[src/rtl/instruction_fetch_unit_if.sv]
// Instruction-side bus bundle: instruction memory req/ack port plus the
// instruction hand-off to the control unit / datapath.
interface instruction_fetch_unit_if;
  logic        imem_req;
  logic [31:0] imem_addr;
  logic        imem_ack;
  logic [31:0] imem_rdata;
  logic [31:0] inst;
  logic [31:0] inst_pc;
  logic        inst_valid;
  logic        inst_ready;
  logic        PCSel;
  logic [31:0] alu_target;
  logic [1:0]  fetch_err;
  logic [31:0] instret;

  // Fetch unit side
  modport master (
    output imem_req, imem_addr, inst, inst_pc, inst_valid, fetch_err, instret,
    input  imem_ack, imem_rdata, inst_ready, PCSel, alu_target
  );

  // Memory / consumer side
  modport slave (
    input  imem_req, imem_addr, inst, inst_pc, inst_valid, fetch_err, instret,
    output imem_ack, imem_rdata, inst_ready, PCSel, alu_target
  );
endinterface

[src/rtl/instruction_fetch_unit.sv]
// Instruction fetch unit: holds the PC, fetches over a req/ack handshake,
// presents inst/inst_pc until accepted, then selects the next PC.
// Fetch timeouts and misaligned targets latch a sticky error and park the FSM.
module instruction_fetch_unit #(
  parameter logic [31:0] RESET_PC    = 32'h0000_0000,
  parameter int unsigned MEM_TIMEOUT = 16
) (
  input logic                      Clock,
  input logic                      Reset_n,
  instruction_fetch_unit_if.master bus
);

  typedef enum logic [1:0] {StIdle, StReq, StHold, StErr} state_e;

  state_e      state_q, state_d;
  logic [31:0] pc_q, pc_d;
  logic [7:0]  cnt_q, cnt_d;
  logic [31:0] inst_q, inst_d;
  logic [31:0] inst_pc_q, inst_pc_d;
  logic [1:0]  err_q, err_d;
  logic [31:0] instret_q, instret_d;

  logic        accept;
  logic [31:0] target;
  logic [31:0] nxt_pc;

  assign accept = (state_q == StHold) && bus.inst_ready;
  // Bit 0 of a jump target is always discarded; bit 1 set means misaligned.
  assign target = bus.alu_target & ~32'h1;
  assign nxt_pc = bus.PCSel ? target : inst_pc_q + 32'd4;

  // State and datapath registers
  always_ff @(posedge Clock or negedge Reset_n) begin
    if (!Reset_n) begin
      state_q   <= StIdle;
      pc_q      <= RESET_PC;
      cnt_q     <= '0;
      inst_q    <= '0;
      inst_pc_q <= '0;
      err_q     <= '0;
      instret_q <= '0;
    end else begin
      state_q   <= state_d;
      pc_q      <= pc_d;
      cnt_q     <= cnt_d;
      inst_q    <= inst_d;
      inst_pc_q <= inst_pc_d;
      err_q     <= err_d;
      instret_q <= instret_d;
    end
  end

  // Next-state logic: fetch, hold until accept, pick next PC, trap on errors
  always_comb begin
    state_d   = state_q;
    pc_d      = pc_q;
    cnt_d     = cnt_q;
    inst_d    = inst_q;
    inst_pc_d = inst_pc_q;
    err_d     = err_q;
    instret_d = instret_q;
    unique case (state_q)
      StIdle: state_d = StReq;
      StReq: begin
        // An ack arriving on the final allowed cycle still wins over the timeout
        if (bus.imem_ack) begin
          inst_d    = bus.imem_rdata;
          inst_pc_d = pc_q;
          cnt_d     = '0;
          state_d   = StHold;
        end else if (cnt_q == 8'(MEM_TIMEOUT - 1)) begin
          err_d   = 2'b01;
          state_d = StErr;
        end else begin
          cnt_d = cnt_q + 8'd1;
        end
      end
      StHold: begin
        if (accept) begin
          instret_d = instret_q + 32'd1;
          if (nxt_pc[1]) begin
            err_d   = 2'b10;
            state_d = StErr;
          end else begin
            pc_d    = nxt_pc;
            state_d = StReq;
          end
        end
      end
      StErr: state_d = StErr;
      default: state_d = StIdle;
    endcase
  end

  assign bus.imem_req   = (state_q == StReq);
  assign bus.imem_addr  = pc_q;
  assign bus.inst       = inst_q;
  assign bus.inst_pc    = inst_pc_q;
  assign bus.inst_valid = (state_q == StHold);
  assign bus.fetch_err  = err_q;
  assign bus.instret    = instret_q;

endmodule

[src/flat_wrapper.sv]
// flat-port wrapper written by rule: the top's interface ports become plain ports
module instruction_fetch_unit_flat 
#(
  parameter logic [31:0] RESET_PC    = 32'h0000_0000,
  parameter int unsigned MEM_TIMEOUT = 16
)
  (Clock, Reset_n, bus_imem_req, bus_imem_addr, bus_inst, bus_inst_pc, bus_inst_valid, bus_fetch_err, bus_instret, bus_imem_ack, bus_imem_rdata, bus_inst_ready, bus_PCSel, bus_alu_target);
  instruction_fetch_unit_if bus_i ();
  input logic Clock;
  input logic Reset_n;
  output wire logic [$bits(bus_i.imem_req)-1:0] bus_imem_req;
  output wire logic [$bits(bus_i.imem_addr)-1:0] bus_imem_addr;
  output wire logic [$bits(bus_i.inst)-1:0] bus_inst;
  output wire logic [$bits(bus_i.inst_pc)-1:0] bus_inst_pc;
  output wire logic [$bits(bus_i.inst_valid)-1:0] bus_inst_valid;
  output wire logic [$bits(bus_i.fetch_err)-1:0] bus_fetch_err;
  output wire logic [$bits(bus_i.instret)-1:0] bus_instret;
  input wire logic [$bits(bus_i.imem_ack)-1:0] bus_imem_ack;
  input wire logic [$bits(bus_i.imem_rdata)-1:0] bus_imem_rdata;
  input wire logic [$bits(bus_i.inst_ready)-1:0] bus_inst_ready;
  input wire logic [$bits(bus_i.PCSel)-1:0] bus_PCSel;
  input wire logic [$bits(bus_i.alu_target)-1:0] bus_alu_target;
  assign bus_imem_req = bus_i.imem_req;
  assign bus_imem_addr = bus_i.imem_addr;
  assign bus_inst = bus_i.inst;
  assign bus_inst_pc = bus_i.inst_pc;
  assign bus_inst_valid = bus_i.inst_valid;
  assign bus_fetch_err = bus_i.fetch_err;
  assign bus_instret = bus_i.instret;
  assign bus_i.imem_ack = bus_imem_ack;
  assign bus_i.imem_rdata = bus_imem_rdata;
  assign bus_i.inst_ready = bus_inst_ready;
  assign bus_i.PCSel = bus_PCSel;
  assign bus_i.alu_target = bus_alu_target;
  instruction_fetch_unit #(.RESET_PC(RESET_PC), .MEM_TIMEOUT(MEM_TIMEOUT)) u_core (.Clock(Clock), .Reset_n(Reset_n), .bus(bus_i));
endmodule
[config.mk]
export PLATFORM = sky130hd
export DESIGN_NAME = instruction_fetch_unit_flat
export DESIGN_NICKNAME = d
export VERILOG_FILES = /design/src/rtl/instruction_fetch_unit_if.sv /design/src/rtl/instruction_fetch_unit.sv /design/src/flat_wrapper.sv
export SDC_FILE = /design/constraint.sdc
export NUM_CORES = 1
export LEC_CHECK = 0
export BUFFER_PORTS_ARGS = -buffer_cell sky130_fd_sc_hd__buf_2
export CAP_MARGIN = 30
export CORE_ASPECT_RATIO = 2
export CORE_MARGIN = 8
export CORE_UTILIZATION = 25
export DETAILED_ROUTE_END_ITERATION = 10
export GPL_TIMING_DRIVEN = 0
export SYNTH_ARGS = -nofsm -noshare
export SYNTH_HDL_FRONTEND = slang
export SYNTH_SLANG_ARGS = --single-unit
[constraint.sdc]
create_clock -name Clock -period 2.5 [get_ports Clock]
set_clock_uncertainty 0.1 [all_clocks]
set_input_delay 0.5 -clock Clock [delete_from_list [all_inputs] [get_ports Clock]]
set_output_delay 0.5 -clock Clock [all_outputs]
set_load 0.01 [all_outputs]
==> flow_results.org, run 1 <==
** STA
- Final worst hold slack :: around 0.2 ns
- For this run, the top clock speed supported by timing is about 430 MHz.
- The final count of pins violating max slew is 0.
- The final number of hold-violating endpoints is 0.
- Measured against its own limit, the worst slew margin works out to roughly half.
- Count of final setup violators :: 0
- At the pin with the least slew margin, the transition time is roughly 0.74 ns.
- For the final routed database, the setup TNS stands at 0 ns.
- Final Critical Period :: about 2.3 ns
- Setup repair after global routing missed its margin :: false
- Final critical-path share of the clock period :: between 90% and 100%

** Floorplanning
- For this configuration, the core starts out at a cell density of 25.3%.
- Number of rows created at floorplan :: 82
- Die height :: between 200 and 250 um
- Total Die Area :: slightly above 0.03 mm^2
- Floorplan die width :: approximately 130 um
- around 200 I/O pins were placed.
- The core region is roughly 0.025 mm^2.

** Power
- Net switching is 30.7% of the power.
- In this run the power spent charging and discharging nets is 2220 uW.
- Across the VDD grid, the largest voltage drop is about 0.00044 V.
- The internal power of the cells totals ~5000 uW.
- Power per unit of standard cell area :: between 800 and 900 mW/mm^2
- The analysis attributes to cell leakage a power of about 0.004 uW.
- Combinational cells account for a little over 20% of the total power.
- Power share of the clock group :: between 30% and 40%
- Sequential cells account for 42.9% of the total power.

** CTS
- Max H-tree Level :: 4
- Clock tree from TritonCTS :: done
- Cell at the root of the clock tree :: sky130_fd_sc_hd__clkbuf_16
- After clock tree synthesis, the setup repair step added 0 buffers.
- Clock latency on the worst-skew pair, taken at its later pin, is 0.43 ns.
- Clock sink count :: 138
- TritonCTS created 17 clock buffers.
- Clk buf depth :: 2
- After clock tree synthesis, the clock-pin slew on the worst setup and hold paths is 0.06 ns.

** Worst setup path
- STA classifies the critical path startpoint as a register.
- Critical Path Slowest Stage Cell :: sky130_fd_sc_hd__or4_1
- Worst Setup End Kind :: register
- The worst register-to-register path begins at u_core.bus.inst_pc[2].
- Setup slack on the worst reg-to-reg path comes out at around 0.15 ns.
- Path length in cells of the critical path :: 7
- CP Buf/Inv Count :: 1
- Along the worst path, the maximum fanout reaches 7.
- Kind of cell with the highest combined delay on the critical path :: simple AND/OR/NAND/NOR gates
- The signal on the critical path passes through ha_1 -> nand2_1 -> or4_1 -> buf_2 -> or3_1 -> xor2_1 -> o22ai_1.
- By startpoint and endpoint, the worst setup path is classified as register to register.
- Depth of the most critical reg-to-reg path :: 7
- Endpoint required time on the critical path :: 2.75 ns
- In this run the critical register-to-register path is captured at u_core.bus.imem_addr[20].
- Delay contributed by the slowest stage of the critical path :: about 0.50 ns
- Arrival time of the worst setup path :: between 2 and 3 ns

** Global route
- Entering global routing, the biggest net connects between 80 and 90 pins.
- Via count of the first global-routing pass :: ~5,400
- All-layer global routing usage :: 12.5%
- The initial antenna violation count was 2.
- The first global-routing pass estimated between 20,000 and 30,000 um of wire.
- Gr ovfl total :: 0

** Synthesis
- Async SR Flop Fraction :: between 90% and 100%
- The netlist uses between 40 and 50 different library cells.
- Share of synthesized cell area in and, or, nand and nor gates :: ~15%
- The most used flip-flop cell after synthesis is sky130_fd_sc_hd__dfrtp_1.
- After synthesis the cells add up to ~0.0063 mm^2.
- Fraction of the mapped netlist area in adder cells :: less than 1%
- Averaged over all synthesized cells, the footprint is 11.1 um^2.
- Post-synthesis compound-gate area fraction :: under 10%
- Post-Syn Instances :: around 570
- In this run, synthesis inferred 0 flip-flops with an integrated enable.
- Yosys reg bits :: around 140
- Of the total synthesized cell area, the portion taken by XOR and XNOR cells is under 10%.
- Measured against the total synthesized area, the mux share comes to 11.4%.
- Yosys printed 0 warnings.
- Largest family of logic cells by synthesized area :: simple AND/OR/NAND/NOR gates
- Summing the sequential cell areas from Yosys gives between 50 and 60% of the chip area.

** Drt
- The final route contains 5,167 vias.
- For this block, the routed nets add up to 18,700 um of wire.
- First-pass DRT Iterations :: 4
- Using the TritonRoute via totals, the vias-per-cell ratio works out to 4.55.
- In the final routed layout, each cell accounts on average for ~16 um.
- Number of routed nets with antenna violations :: 0
- For this run, design rule violations remaining after detail routing come to 0.
- For this block, the initial DRC count from the detailed router was 295.

** Worst hold path
- Class of the tightest hold or removal check :: primary input to register
- The startpoint identified for the worst hold timing path is bus_imem_rdata[14].
- For hold timing, the worst endpoint is u_core.bus.inst[14].
- The worst hold path was traced through 2 stages.

** Placed design
- In this run the tool buffered the top-level ports with about 200 buffer cells.
- At the end of routability-driven placement, the weighted congestion stood at between 0.8 and 0.9.
- After legalization and detailed placement, the total HPWL measured roughly 14,000 um.

** Layout
- Final net count :: between 800 and 900
- The post-route netlist has between 30 and 40% of its cells at a drive strength greater than 1.
- Cells fill about a third of the core in the end.
- The area growth from synthesis to layout is 33.0%.

** Status
- The run finished with clean final reports.

** Flow run
- Across the run, the number of max-cap violations was 0.
-- synthesized netlist by cell type (all sizes together), types with 4 or more instances --
master,number,share of area (%)
dfrtp,138,55
mux2,60,11
nand2,51,3.1
xnor2,42,5.9
nor2,35,2.1
nand3,32,2.6
a21oi,25,2.0
o21ai,23,1.8
nor3,18,1.5
clkbuf,17,1.0
inv,14,0.84
xor2,14,2.0
nand4,12,1.3
o22ai,12,1.2
buf,10,0.98
and3,9,0.90
and4,5,0.70
nor4,5,0.70
and2,4,0.40
mux2i,4,0.64
nand2b,4,0.40
o211ai,4,0.48
o31ai,4,0.48
or4,4,0.54
-- final cells by class --
cell class | count | area, um^2
fillers | 2606 | 16500
flip-flops and latches | 138 | 3450
multi-input cells | 389 | 2650
repair buffers | 198 | 1020
clock buffers | 17 | 425
well taps | 336 | 420
clock inverters | 15 | 191
plain buffers | 27 | 129
inverters | 14 | 52.6
diodes | 1 | 2.50
-- worst register-to-register path, cell delays in order (launching register included) --
cell and delay, ns:
sky130_fd_sc_hd__dfrtp_1 0.46, sky130_fd_sc_hd__ha_1 0.25, sky130_fd_sc_hd__nand2_1 0.10, sky130_fd_sc_hd__or4_1 0.50
sky130_fd_sc_hd__buf_2 0.19, sky130_fd_sc_hd__or3_1 0.37, sky130_fd_sc_hd__xor2_1 0.15, sky130_fd_sc_hd__o22ai_1 0.16
-- registers in the layout (all words and copies together), names as in the netlist --
name,cells
u_core.state_q,2
u_core.bus.imem_addr,31
u_core.bus.inst_pc,31
u_core.bus.inst,32
u_core.bus.fetch_err,2
u_core.cnt_q,8
u_core.bus.instret,32
-- timing repair --
item                                    4_1_cts  5_1_grt
hold buffers                                  1        0
hold endpoints to repair                     52        0
gates resized for setup                       1        1
endpoints found under the setup margin       50        4
-- placed cells by master (no fill, tap or decap), types with 3 or more instances in the layout --
cell type and count:
sky130_fd_sc_hd__and3_1 9, sky130_fd_sc_hd__a21oi_1 25, sky130_fd_sc_hd__clkbuf_1 16, sky130_fd_sc_hd__o211ai_1 4
sky130_fd_sc_hd__o21ai_0 23, sky130_fd_sc_hd__inv_1 14, sky130_fd_sc_hd__bufinv_16 3, sky130_fd_sc_hd__or4_1 3
sky130_fd_sc_hd__nor4_1 3, sky130_fd_sc_hd__mux2_2 60, sky130_fd_sc_hd__nand2b_1 4, sky130_fd_sc_hd__dfrtp_1 138
sky130_fd_sc_hd__nor2_1 35, sky130_fd_sc_hd__o22ai_1 12, sky130_fd_sc_hd__a21o_1 3, sky130_fd_sc_hd__nand4_1 11
sky130_fd_sc_hd__nand2_1 51, sky130_fd_sc_hd__clkinv_4 5, sky130_fd_sc_hd__or3_1 3, sky130_fd_sc_hd__xor2_1 14
sky130_fd_sc_hd__and2_1 4, sky130_fd_sc_hd__mux2i_1 4, sky130_fd_sc_hd__nand3_1 31, sky130_fd_sc_hd__and4_1 5
sky130_fd_sc_hd__buf_2 201, sky130_fd_sc_hd__ha_1 3, sky130_fd_sc_hd__nor3_1 17, sky130_fd_sc_hd__o31ai_1 4
sky130_fd_sc_hd__xnor2_1 42, sky130_fd_sc_hd__clkbuf_16 17
-- worst max path at each step --
stage,slack (ns),startpoint,to
5_1_grt,0.01,u_core.state_q[1],u_core.bus.inst_pc[13]
4_1_cts,0.11,u_core.state_q[1],u_core.bus.inst[1]
3_3_place_gp,-1.20,Reset_n,u_core.bus.inst[11]
3_5_place_dp,-0.18,u_core.state_q[1],u_core.bus.inst[1]
2_1_floorplan,0.33,u_core.bus.inst_pc[2],u_core.bus.imem_addr[20]
6_report,0.15,u_core.bus.inst_pc[2],u_core.bus.imem_addr[20]
-- power by group through the flow --
stage	clock network (uW)	registers, uW	logic, uW
floorplan	0	3300	528
global placement	0	3110	1480
detailed placement	0	3140	1500
CTS	2730	3110	1510
global route	2810	3180	1640
finish	2650	3110	1480
-- logic make-up (layout without fill, tap and decap cells) --
logic type | count (synthesis) | after routing
simple gates | 186 | 186
flops | 138 | 138
compound gates | 78 | 78
mux | 64 | 64
xor+xnor | 56 | 56
buf+inv | 41 | 271
fa+ha+maj | 3 | 3
other cells | 1 | 3
-- metrics by stage --
| stage | cell area [um^2] | setup WS, ns | cells | power, uW |
|---|---|---|---|---|
| 2_1_floorplan | 6280 | 0.328 | 568 | 3820 |
| 3_3_place_gp | 7680 | -1.20 | 1100 | 4590 |
| 3_5_place_dp | 7710 | -0.184 | 1101 | 4640 |
| 4_1_cts | 8340 | 0.105 | 1134 | 7340 |
| 5_1_grt | 8340 | 0.0105 | 1134 | 7630 |
| 6_report | 8350 | 0.151 | 1135 | 7240 |
-- routing by layer --
metal  vias up  track usage [%]  share of wire [%]
li1       2427                -                  -
met1      2499             15.8                 46
met2       214             17.2                 40
met3        23             6.75                 12
met4         4             4.82                1.6
met5         -                0               0.12
No activity file was read; power rests on OpenSTA's default activity.
==> inputs of run 2 (changes only) <==
==> constraint.sdc (replaced) <==
create_clock -name Clock -period 2.79 [get_ports Clock]
set_clock_uncertainty 0.1 [all_clocks]
set_input_delay 0.558 -clock Clock [delete_from_list [all_inputs] [get_ports Clock]]
set_output_delay 0.558 -clock Clock [all_outputs]
set_load 0.01 [all_outputs]
==> flow_results.org, run 2 (synthesis gave the netlist of run 1 again) <==
** Power
- Power per unit of standard cell area :: 777 mW/mm^2 (was 867 mW/mm^2)
- Combinational Power Share :: 20.5% (about the same)
- The design internal power is 4490 uW (was 5010 uW).
- The switching power of the nets was 2000 uW (was 2220 uW).
- Sequential fraction of design power :: 42.9% (about the same)
- Static Leakage :: 0.00403 uW (about the same)
- Switching power share of the total :: 30.8% (was 30.7%)
- The clock power share is 36.6% (about the same).
- The peak supply drop was 0.000390 V (was 0.000435 V).

** Status
- Result of the run: finished, final reports clean (unchanged).

** CTS
- The cell chosen for the clock root was sky130_fd_sc_hd__clkbuf_16 (unchanged).
- The clock sink total is 138 (unchanged).
- Num CTS Buffers :: 17 (unchanged)
- The TritonCTS clock tree is done (unchanged).
- Clk buf depth :: 2 (unchanged)
- The worst-skew pair later-pin latency came to 0.43 ns (about the same).
- The H-tree depth was 4 (unchanged).
- The clock-pin slew on the worst setup and hold paths came to 0.06 ns (about the same).

** Worst hold path
- Worst Hold Depth :: 2 (unchanged)
- Min-delay src :: bus_imem_rdata[14] (unchanged)
- The worst min-delay path class is primary input to register (unchanged).
- The worst hold path endpoint is u_core.bus.inst[14] (unchanged).

** Worst setup path
- Register-to-register path setup slack :: 0.43 ns (was 0.15 ns)
- The depth of the most critical reg-to-reg path was 7 (unchanged).
- The category of the worst setup path capture point was a register (unchanged).
- Startpoint of the worst register-to-register path :: u_core.bus.inst_pc[2] (unchanged)
- Setup crit start kind :: register (unchanged)
- Arrival time of the worst setup path :: 2.60 ns (about the same)
- The capture instance of the worst register-to-register path was u_core.bus.imem_addr[20] (unchanged).
- Maximum fanout count along the critical path :: 7 (unchanged)
- The worst setup path category was register to register (unchanged).
- Endpoint required time on the critical path :: 3.04 ns (was 2.75 ns)

** STA
- The top achievable clock speed was 424 MHz (was 426 MHz).
- The total of endpoints with negative setup slack in the final report came to 0 (unchanged).
- The final count of pins violating max slew is 0 (unchanged).
- Setup slack after layout :: 0.433 ns (was 0.151 ns)
- The slew at the pin closest to its max-slew limit was 0.740 ns (about the same).
- The ratio of final minimum period to clock period came to 84.5% (was 94.0%).
- Number of hold violations in the final report :: 0 (unchanged)
- Max transition margin :: 50.2% (was 50.3%)
- Final Critical Period :: 2.36 ns (was 2.35 ns)
- The final hold slack was 0.256 ns (was 0.198 ns).
- Setup repair after global routing missed its margin :: false (unchanged)

** Floorplanning
- The count of boundary I/O pins is 201 (unchanged).
- Initial core utilization :: 25.3% (unchanged)
- The total core area came to 0.0248 mm^2 (unchanged).
- Floorplan die width :: 128 um (unchanged)
- The vertical die dimension was 240 um (unchanged).
- Total Die Area :: 0.0307 mm^2 (unchanged)
- The number of cell rows came to 82 (unchanged).

** Global route
- The first-pass GRT wire length was 29,400 um (unchanged).
- Gr ovfl total :: 0 (unchanged)
- The initial antenna violation count was 2 (unchanged).
- All-layer global routing usage :: 12.5% (unchanged)
- The pin count of the biggest net entering global routing came to 87 (unchanged).
- The number of global-route vias before repair was 5,439 (unchanged).

** Layout
- The number of standard cells in the final layout excluding fillers was 1,135 (unchanged).
- Relative area change from synthesis to final layout :: 33.0% (about the same)
- The final net count is 857 (unchanged).
- The storage element area is 0.00345 mm^2 (unchanged).
- Multi-input logic area :: 0.00265 mm^2 (unchanged)
- Fillers :: 2,606 (unchanged)
- Most frequent cells in the layout :: sky130_fd_sc_hd__buf_2, sky130_fd_sc_hd__dfrtp_1, sky130_fd_sc_hd__mux2_2 (unchanged)
- The leading cell type in the layout, fill and taps excluded is sky130_fd_sc_hd__buf_2 (unchanged).
- Fraction of layout instances using a drive strength above 1 :: 38.5% (unchanged)

** Drt
- DRC violations left :: 0 (unchanged)
- Number of routed nets with antenna violations :: 0 (unchanged)
- Violation count after the first detailed-routing iteration :: 295 (unchanged)
- Aggregate routed wire length :: 18,700 um (about the same)
- The number of vias in the routed layout came to 5,173 (was 5,167).
- The average wire length per cell after detail routing is 16.5 um (about the same).
- Vias per cell :: 4.56 (was 4.55)
- The iteration count of the initial detailed-routing pass was 4 (unchanged).

** Placed design
- The number of buffer cells added on primary ports is 196 (unchanged).
- Instance count after placement with tap cells included :: 1,101 (unchanged)
- The post-placement worst setup slack was 0.106 ns (was -0.184 ns).
- The placer's final routability congestion estimate came to 0.818 (unchanged).
- The placed wire-length estimate was 14,100 um (unchanged).

** Flow run
- Max capacitance violation total :: 0 (unchanged)
==> run 2: what timing repair did <==
| action | CTS | global route |
|---|---|---|
| hold endpoints to repair | 52 | 0 |
| buffers inserted | 0 | 0 |
| hold buffers | 1 | 0 |
| endpoints found under the setup margin | 0 | 16 |
| gates resized for setup | 0 | 2 |
==> run 2: critical path, cell delays in order (launching register included) <==
cell and delay [ns]:
sky130_fd_sc_hd__dfrtp_1 0.46, sky130_fd_sc_hd__ha_1 0.24, sky130_fd_sc_hd__nand2_1 0.10, sky130_fd_sc_hd__or4_1 0.50, sky130_fd_sc_hd__buf_2 0.19, sky130_fd_sc_hd__or3_1 0.37
sky130_fd_sc_hd__xor2_1 0.15, sky130_fd_sc_hd__o22ai_1 0.17
==> run 2: power groups by stage <==
stage                     Clock [uW]  Combinational [uW]  Sequential, uW
after global routing            2520                1470            2850
after floorplan                    0                 473            2950
after detailed placement           0                1350            2810
after CTS                       2450                1350            2780
after global placement             0                1320            2790
final                           2370                1330            2780
==> run 2: cell type report <==
class                           instances  share of cell area [%]
Antenna cell                            1                  0.0300
Inverter                               14                   0.630
Timing Repair Buffer                  198                    12.3
Clock inverter                         15                    2.29
Clock buffer                           17                    5.10
Sequential cell                       138                    41.4
Buffer                                 27                    1.51
Tap cell                              336                    5.04
Multi-Input combinational cell        389                    31.7
==> run 2: per-stage QoR <==
stage          area (um^2)  TNS [ns]  total power, uW  util [%]
2_1_floorplan         6280         0             3430         -
3_3_place_gp          7680   -132.88             4110      30.9
3_5_place_dp          7710         0             4160      31.1
4_1_cts               8340         0             6580      33.6
5_1_grt               8340         0             6840      33.6
6_report              8340         0             6490      33.6
==> run 2: layer usage <==
layer  share of wire [%]  routed length, um  vias up  global-route usage (%)
met2                  41               7580      210                    17.2
met3                  12               2290       21                    6.75
met4                 1.5                289        4                    4.82
li1                    -                  -     2425                       -
met1                  46               8530     2513                    15.8
met5                0.12                 22        -                       0
==> run 2: how the worst max path moves through the flow <==
stage | from | to | slack (ns) | cells past startpoint
6_report | u_core.bus.inst_pc[2] | u_core.bus.imem_addr[20] | 0.43 | 7
4_1_cts | u_core.state_q[1] | u_core.bus.inst[1] | 0.09 | 7
5_1_grt | u_core.state_q[1] | u_core.bus.inst[1] | 0.28 | 7
2_1_floorplan | u_core.bus.inst_pc[2] | u_core.bus.imem_addr[20] | 0.62 | 7
3_3_place_gp | Reset_n | u_core.bus.inst[11] | -0.97 | 1
3_5_place_dp | u_core.state_q[1] | u_core.bus.inst[1] | 0.11 | 7
